==> config.mk <==
export PLATFORM = sky130hd
export DESIGN_NAME = rst_release_seq
export DESIGN_NICKNAME = d
export VERILOG_FILES = /design/src/rtl/rst_release_seq.sv
export SDC_FILE = /design/constraint.sdc
export NUM_CORES = 1
export LEC_CHECK = 0
export CAP_MARGIN = 40
export CORE_MARGIN = 2
export CORE_UTILIZATION = 40
export DETAILED_ROUTE_END_ITERATION = 8
export GPL_ROUTABILITY_DRIVEN = 0
export PLACE_DENSITY = 0.66
export RECOVER_POWER = 25
export SLEW_MARGIN = 40
export SYNTH_ARGS = -nofsm -noshare
export SYNTH_HDL_FRONTEND = slang
export SYNTH_SLANG_ARGS = --single-unit
==> constraint.sdc <==
create_clock -name CLK -period 3.5 [get_ports CLK]
set_input_delay 1.05 -clock CLK [delete_from_list [all_inputs] [get_ports CLK]]
set_output_delay 1.05 -clock CLK [all_outputs]
set_load 0.01 [all_outputs]
==> src/rtl/rst_release_seq.sv <==
// Reset release sequencer: synchronizes a soft-reset request, stretches the release by HOLD_CYC
// cycles and drives a glitch-free registered reset plus a settled flag. Optional macro: RST_SEQ_RELCNT_EN.
module rst_release_seq #(
   parameter int unsigned SYNC_STAGES = 2,
   parameter int unsigned CNT_W       = 8
) (
   input  logic             CLK,
   input  logic             RSTB,
   input  logic             SRSTN,
   input  logic [CNT_W-1:0] HOLD_CYC,
   output logic             RSTB_OUT,
   output logic             READY,
   output logic [1:0]       STATE
`ifdef RST_SEQ_RELCNT_EN
  ,output logic [7:0]       REL_CNT
`endif
);

   localparam logic [1:0] ST_HOLD  = 2'd0;
   localparam logic [1:0] ST_COUNT = 2'd1;
   localparam logic [1:0] ST_RUN   = 2'd2;

   localparam logic [CNT_W-1:0] CNT_ONE = {{(CNT_W-1){1'b0}}, 1'b1};

   logic [SYNC_STAGES-1:0] sync_q;
   logic                   sync_out;
   logic [1:0]             state_q, state_d;
   logic [CNT_W-1:0]       cnt_q, cnt_d;
   logic                   rstb_out_q, rstb_out_d;
   logic                   ready_q, ready_d;

   always_ff @(posedge CLK or negedge RSTB) begin
      if (!RSTB) begin
         sync_q <= '0;
      end else begin
         sync_q <= {sync_q[SYNC_STAGES-2:0], SRSTN};
      end
   end

   assign sync_out = sync_q[SYNC_STAGES-1];

   always_comb begin
      state_d    = state_q;
      cnt_d      = cnt_q;
      rstb_out_d = rstb_out_q;
      ready_d    = ready_q;
      case (state_q)
         ST_HOLD: begin
            rstb_out_d = 1'b0;
            ready_d    = 1'b0;
            if (sync_out) begin
               state_d = ST_COUNT;
               cnt_d   = HOLD_CYC;
            end
         end
         ST_COUNT: begin
            rstb_out_d = 1'b0;
            ready_d    = 1'b0;
            if (!sync_out) begin
               state_d = ST_HOLD;
            end else if (cnt_q == '0) begin
               state_d    = ST_RUN;
               rstb_out_d = 1'b1;
            end else begin
               cnt_d = cnt_q - CNT_ONE;
            end
         end
         ST_RUN: begin
            // READY trails RSTB_OUT by one edge because it only sets once already in RUN
            if (!sync_out) begin
               state_d    = ST_HOLD;
               rstb_out_d = 1'b0;
               ready_d    = 1'b0;
            end else begin
               rstb_out_d = 1'b1;
               ready_d    = 1'b1;
            end
         end
         default: begin
            state_d    = ST_HOLD;
            rstb_out_d = 1'b0;
            ready_d    = 1'b0;
         end
      endcase
   end

   always_ff @(posedge CLK or negedge RSTB) begin
      if (!RSTB) begin
         state_q    <= ST_HOLD;
         cnt_q      <= '0;
         rstb_out_q <= 1'b0;
         ready_q    <= 1'b0;
      end else begin
         state_q    <= state_d;
         cnt_q      <= cnt_d;
         rstb_out_q <= rstb_out_d;
         ready_q    <= ready_d;
      end
   end

   assign RSTB_OUT = rstb_out_q;
   assign READY    = ready_q;
   assign STATE    = state_q;

`ifdef RST_SEQ_RELCNT_EN
   logic       rel_inc;
   logic [7:0] rel_q;

   assign rel_inc = (state_q == ST_COUNT) && (state_d == ST_RUN);

   always_ff @(posedge CLK or negedge RSTB) begin
      if (!RSTB) begin
         rel_q <= '0;
      end else if (rel_inc && (rel_q != 8'hFF)) begin
         rel_q <= rel_q + 8'd1;
      end
   end

   assign REL_CNT = rel_q;
`endif

endmodule

Word-level counts from Yosys, hierarchy flattened
Cells that the tools add are included.
Storage, ports and cells
  flip-flop bits (word level): 14
  bits of input ports: 11
  output and inout bits: 4
  word-level logic and storage cells: 32
Operators by class
  add/subtract/negate cells: 1
  eq/ne operators: 7
  multiplexer cells: 14
  reduce and logical (&&, ||, !) cells: 5
Operators by type and width (number)
  $mux W8: 3
  $pmux W8 S2: 1
  $logic_not A8 Y1: 1
  $mux W2: 4
  $ne A2 B2 Y1 const B: 4
  $sub A8 B1 Y8 const B: 1
  $pmux W2 S3: 1
  $mux W1: 4
  $reduce_and A4 Y1: 1
  $ne A3 B3 Y1 const B: 1
  $reduce_and A3 Y1: 1
  $eq A2 B1 Y1 const B: 1
  $eq A2 B2 Y1 const B: 1
  $logic_not A2 Y1: 1
  $pmux W1 S2: 1
  $reduce_bool A2 Y1: 1

Depth between registers and ports, before layout
Gate-level depths: netlist (run 1).
  depth in word-level cells: 4
  mapped depth: 7
  gate-level depth less buffers: 6

Worst setup path after synthesis (run 1)
Ideal clock, no wire load.
  kind: register to register
  start: register cnt_q[0]
  end: register cnt_q[6]
  setup time: 121 ps
  data arrival time: 1480 ps
  required time: 3379 ps
  slack: 1899 ps
  cell stages (with the launch flop): 7
  path buffers: 0
  cell sequence: dfrtp_1 inv_1 ha_1 or3b_4 o32ai_2 nand2b_1 a22o_1
On the way
  longest elaborated chain between the ends: 4
  elaborated cells on any way between the ends: 7
  those cells by class: add/sub (1); eq/ne (1); mux (3); reduce/logical (2)
RTL lines
  from (decl): RTL line 28  | logic [CNT_W-1:0] cnt_q, cnt_d;
  from (signal assigned): RTL line 95  | cnt_q <= cnt_d;
  $sub A8 B1 Y8: RTL line 65  | cnt_d = cnt_q - CNT_ONE;
  $mux W8: RTL line 61  | end else if (cnt_q == '0) begin
  $mux W8: RTL line 59  | if (!sync_out) begin
  $pmux W8 S2: RTL line 47  | case (state_q)
Several ways; a longest one is shown, not always the timed one. The select of a mux whose other input is x is not followed.
A chain may end at the register's enable or synchronous reset.

Final worst setup path (run 1)
  start: register state_q[0], in the netlist STATE[0]
  end: output STATE[0]
RTL lines
  from (decl): RTL line 27  | logic [1:0] state_q, state_d;
  from (signal assigned): RTL line 94  | state_q <= state_d;
  to (decl): RTL line 13  | output logic [1:0] STATE
No word-level cell between the ends.

==> reports/metrics.yaml, run 1 <==
synth.area.top_cells: "dfrtp_1, a21oi_1, ha_1"
num_rows: 16
drtAntennaViolNets: 0
synth_top_area_share_pct: 42.3
fin_setup_tns_ps: 0
path_cells: "clkdlybuf4s50_1"
syn_to_final_growth_pct: 21.4
synth-seq-cells: 14
ios: 15
hold_buffers: 0
drive_gt1_share_pct: 7.77
drtPass1Iterations: 4
port-buffer-count: 14
synth_top_area_cell: "dfrtp_1"
syn_nets: 103
synth_xor_area_share_pct: 0
synth_fa_ha_area_share_pct: 6.04
postCtsSetupRepairBufs: 0
yosys.area_share.simple_pct: 19.9
wl_per_cell_um: 11.7
vias: 679
cts_tree: "built"
worst_pin_slew_ps: 648
drc: 0
cts_max_path_buffers: 2
cp-start-kind: "register"
slowest_delay_ps: 560
synth_area_um2: 828
grt_use_total_pct: 14.5
rsz0062_at_grt: "false"
nNetsFinal: 120
synth-compound-area-share_pct: 23.6
crit_path_end_kind: "primary output"
cts-root-buf: "clkbuf_4"
routed_wl_um: 1520
worst_path_max_delay_cell: "clkdlybuf4s50_1"
ys_seq_area_share_pct: 42.3
crit_fanout: 5
synth_top_family_by_area: "compound AO/OA/AOI/OAI gates"
hold_viol: 0
yosysMostFrequentCell: "dfrtp_1"
peakVddDrop_uv: 354
worstPathArrival_ps: 1260
yosys_warnings: 0
netlist_top_cells_count: "dfrtp_1, a21oi_1, nand2_1, inv_1, o21ai_0"
clk_latency_ps: 270
synth_top_flop_cell: "dfrtp_1"
diodes: 0
syn_avg_cell_area_um2: 9.41
path_class: "register to primary output"
grt_pass1_wl_um: 2690
dp_hpwl_um: 1170
ctsResizeCount: 0
crit_buf_inv: 1
die_area_mm2: 0.00245
synth_edf_count: 0
min_period_ps: 2310
clock.fmax_mhz: 433
grt_antenna_before_repair: 0
finClkSkew_ps: 0.289
slew_headroom_pct: 56.7
powerDensity_mw_per_mm2: 666
fp.dieH_um: 49.5
viasPerCell: 5.22
synthCells: 88
clock_sinks: 14
maxSlewViolCount: 0
critical_path.top_delay_family: "buffers and inverters"
setup_violations: 0
drv_cap: 0
drtIter0Drc: 12
overflow: 0
cts.htree.levels: 1
run_status: "finished, final reports clean"
async_reset_ff_share_pct: 100
core_area_mm2: 0.00196
cp.required_ps: 2450
grt_pass1_vias: 623
ys_types: 31
hp-class: "register to register"
grt_max_degree: 15
cts-buffers-inserted: 3
p_leak_nw: 0.406
cts.clk_slew.worst_paths_ps: 70
initial_core_util_pct: 42.2
p_total_mw: 0.670
die_w_um: 49.5
synth.area.mux_share_pct: 2.42
post-route-period-util_pct: 65.9
layout by cell type, fill, tap and decap left out, types with 2 or more instances in the layout:
cell,n
o21ai_1,3
nand3_1,4
nand2_1,10
mux2i_1,2
clkbuf_4,3
nand2b_1,3
a21boi_1,2
dlygate4sd3_1,2
a21oi_1,10
ha_1,4
dfrtp_1,14
inv_1,7
nor3_1,2
nor2_1,2
o21ai_0,6
clkdlybuf4s50_1,12
cell type report:
class	instances	area (um^2)
Sequential cell	14	350
Tap cell	27	33.8
Inverter	7	26.3
Fill cell	193	956
Clock buffer	3	22.5
Timing Repair Buffer	15	148
Multi-Input combinational cell	64	425
logic make-up after synthesis:
group                      after synthesis
and+or+nand+nor                         28
AOI/OAI and AO/OA                       30
muxes                                    2
adders and majority gates                4
buffers and inverters                   10
DFF                                     14
power breakdown:
group	total [mW]	switching [mW]	internal [mW]
clock network	0.0856	0.0458	0.0398
logic	0.288	0.151	0.137
registers	0.297	0.0827	0.214
total	0.670	0.279	0.391
per-stage QoR:
stage               util [%]  hold WS, ps  cell area [um^2]  std cells  worst slack (ps)
floorplan                  -          331               828         88              1900
global placement        50.4          339               988        127              1480
detailed placement      50.4          339               988        127              1420
CTS                     51.5          357              1010        130              1170
global route            51.3          368              1010        130              1120
finish                  51.3          355              1010        130              1190
worst paths after layout:
kind / slack (ps) / start / to / depth (start not counted)
max in group asynchronous: 1870 / RSTB / READY$_DFF_PN0_ / 1
hold / removal: 360 / sync_q[0]$_DFF_PN0_ / sync_q[1]$_DFF_PN0_ / 0
setup reg to reg: 1340 / cnt_q[0]$_DFFE_PN0P_ / cnt_q[7]$_DFFE_PN0P_ / 6
setup / recovery: 1190 / STATE[0]$_DFFE_PN0P_ / STATE[0] / 1
hold reg to reg: 360 / sync_q[0]$_DFF_PN0_ / sync_q[1]$_DFF_PN0_ / 0
min in group asynchronous: 1230 / RSTB / STATE[1]$_DFFE_PN0P_ / 1
registers in the layout (all words and copies together) (netlist names):
register  cells
READY         1
RSTB_OUT      1
sync_q        2
cnt_q         8
STATE         2
metal layers:
layer	wire [um]	track usage, %	vias up
met5	0	0	-
met4	12	4.17	0
met3	57	5.76	2
met2	739	22.3	8
met1	710	18.8	316
li1	-	-	353
No activity file was read; power rests on OpenSTA's default activity.
==> run 2: changes to the inputs <==
Settings changed: PLACE_DENSITY 0.66 to 0.68.
Clock period 3.5 ns to 2.11 ns, I/O delays scaled along.
==> run 2 against run 1 <==
Clock power is 120% higher; sequential share of layout area shrank 1.5 points; power rose by 77%; register-to-register slack got worse by 910 ps; worst setup slack got worse by 990 ps; via count up 3.4%; sequential power increased by 68%; die area stayed put; cell count grew 3.8%; global-route usage is essentially flat; first-iteration DRC count up 50%.
==> reports/metrics.yaml, run 2 (same netlist as run 1, synthesis figures left out) <==
core_area_mm2: 0.00196  # unchanged
cts.clk_slew.worst_paths_ps: 90  # +20 ps
final_cells: 135  # +3.8%
overflow: 0  # unchanged
dr_wl_met3_um: 61  # +7.0%
final_util_pct: 53.6  # +2.3 points
hold_viol: 0  # unchanged
powerDensity_mw_per_mm2: 1130  # +70%
whs_endpoint: "sync_q[1]$_DFF_PN0_"
finalWorstSetupSlack_ps: 206  # -986 ps
postCtsSetupRepairBufs: 0  # unchanged
cts-root-buf: "clkbuf_4"
cts_max_path_buffers: 2  # unchanged
fp.dieH_um: 49.5  # unchanged
dpl_cell_area_mm2: 0.00102  # +3.0%
hold_buffers: 0  # unchanged
drive_gt1_share_pct: 12.0  # +4.3 points
final_common_cell: "dfrtp_1"
initial_core_util_pct: 42.2  # unchanged
cp.required_ps: 1480  # -970 ps
hp-class: "register to register"
fin_setup_tns_ps: 0  # unchanged
crit_path_end_kind: "primary output"
ios: 15  # unchanged
m1WireLength_um: 743  # +4.6%
regMostFlops: "cnt_q"
grt_antenna_before_repair: 0  # unchanged
min_period_ps: 1900
cp-start-kind: "register"
drv_cap: 0  # unchanged
drtAntennaViolNets: 0  # unchanged
layout_common_cells: "dfrtp_1, clkdlybuf4s50_1, nand2_1, a21oi_1, inv_1"
cts.htree.levels: 1  # unchanged
hold_ws_ps: 367  # +11.9 ps
nNetsFinal: 124  # +3.3%
viasPerCell: 5.20  # -0.44%
dp.cells: 131  # +3.1%
crit_buf_inv: 1  # unchanged
cts_tree: "built"
n_fill_cell: 190  # -1.6%
peakVddDrop_uv: 745  # +110%
die_area_mm2: 0.00245  # unchanged
critical_path.top_delay_family: "buffers and inverters"
clk_latency_ps: 270  # about the same
place_ws_ps: 428  # -987 ps
rrSetupSlack_ps: 430  # -910 ps
grt_use_total_pct: 14.5  # -0.019 points
clock.fmax_mhz: 525
setup_violations: 0  # unchanged
rr_worst_depth: 6  # unchanged
top_layer: "met3"
port-buffer-count: 14  # unchanged
drtIter0Drc: 18  # +6
num_rows: 16  # unchanged
slew_headroom_pct: 50.2  # -6.5 points
r2r-start: "cnt_q[0]$_DFFE_PN0P_"
run_status: "finished, final reports clean"
largest_reg_flops: 8  # unchanged
wl_met2_um: 810  # +9.6%
maxSlewViolCount: 0  # unchanged
diodes: 0  # unchanged
grt_pass1_vias: 663  # +6.4%
worst_path_max_delay_cell: "clkdlybuf4s50_1"
path_class: "register to primary output"
die_w_um: 49.5  # unchanged
grt_pass1_wl_um: 2820  # +4.9%
wl_per_cell_um: 12.0  # +2.3%
worst_pin_slew_ps: 747  # +98.4 ps
dp_hpwl_um: 1230  # +4.7%
min_path_cells: 0  # unchanged
slowest_delay_ps: 560  # about the same
clock_sinks: 14  # unchanged
syn_to_final_growth_pct: 26.9
path_cells: "clkdlybuf4s50_1"
fin_area_mm2: 0.00105  # +4.5%
finClkSkew_ps: 4.81  # +4.52 ps
p_leak_nw: 0.432  # +6.3%
drtPass1Iterations: 4  # unchanged
r2r-end: "cnt_q[6]$_DFFE_PN0P_"
p_total_mw: 1.19  # +77%
drc: 0  # unchanged
post-route-period-util_pct: 90.2
rsz0062_at_grt: "false"
grt_max_degree: 23  # +8
crit_fanout: 5  # unchanged
ctsResizeCount: 0  # unchanged
cts-buffers-inserted: 3  # unchanged
vias: 702  # +3.4%
hp-start: "sync_q[0]$_DFF_PN0_"
routed_wl_um: 1620  # +6.3%
worstPathArrival_ps: 1270  # about the same
-- run 2: layout make-up --
cell class                 count  area [um^2]  area share (%)
clock buffer                   4         36.3            3.45
inverter                       7         26.3            2.50
multi-input combinational     64          430            41.0
sequential                    14          350            33.3
tap                           27         33.8            3.21
timing repair buffer          19          174            16.5
-- run 2: per-layer routing --
layer | GRT usage (%) | up-vias
met5 | 0 | -
met4 | 1.39 | 0
met1 | 18.8 | 329
met2 | 25.2 | 15
li1 | - | 358
met3 | 3.64 | 0
-- run 2: power breakdown --
part	switching, mW	internal [mW]	total [mW]
logic	0.256	0.243	0.499
registers	0.144	0.355	0.499
clock network	0.0846	0.105	0.189
total	0.485	0.702	1.19
-- run 2: worst max path at each step --
stage / end / startpoint / cells past startpoint / slack [ps]
2_1_floorplan: cnt_q[6]$_DFFE_PN0P_ / cnt_q[0]$_DFFE_PN0P_ / 6 / 510
3_3_place_gp: cnt_q[6]$_DFFE_PN0P_ / cnt_q[0]$_DFFE_PN0P_ / 6 / 460
3_5_place_dp: cnt_q[6]$_DFFE_PN0P_ / cnt_q[0]$_DFFE_PN0P_ / 6 / 430
4_1_cts: STATE[0] / STATE[0]$_DFFE_PN0P_ / 1 / 190
5_1_grt: STATE[0] / STATE[0]$_DFFE_PN0P_ / 1 / 140
6_report: STATE[0] / STATE[0]$_DFFE_PN0P_ / 1 / 210
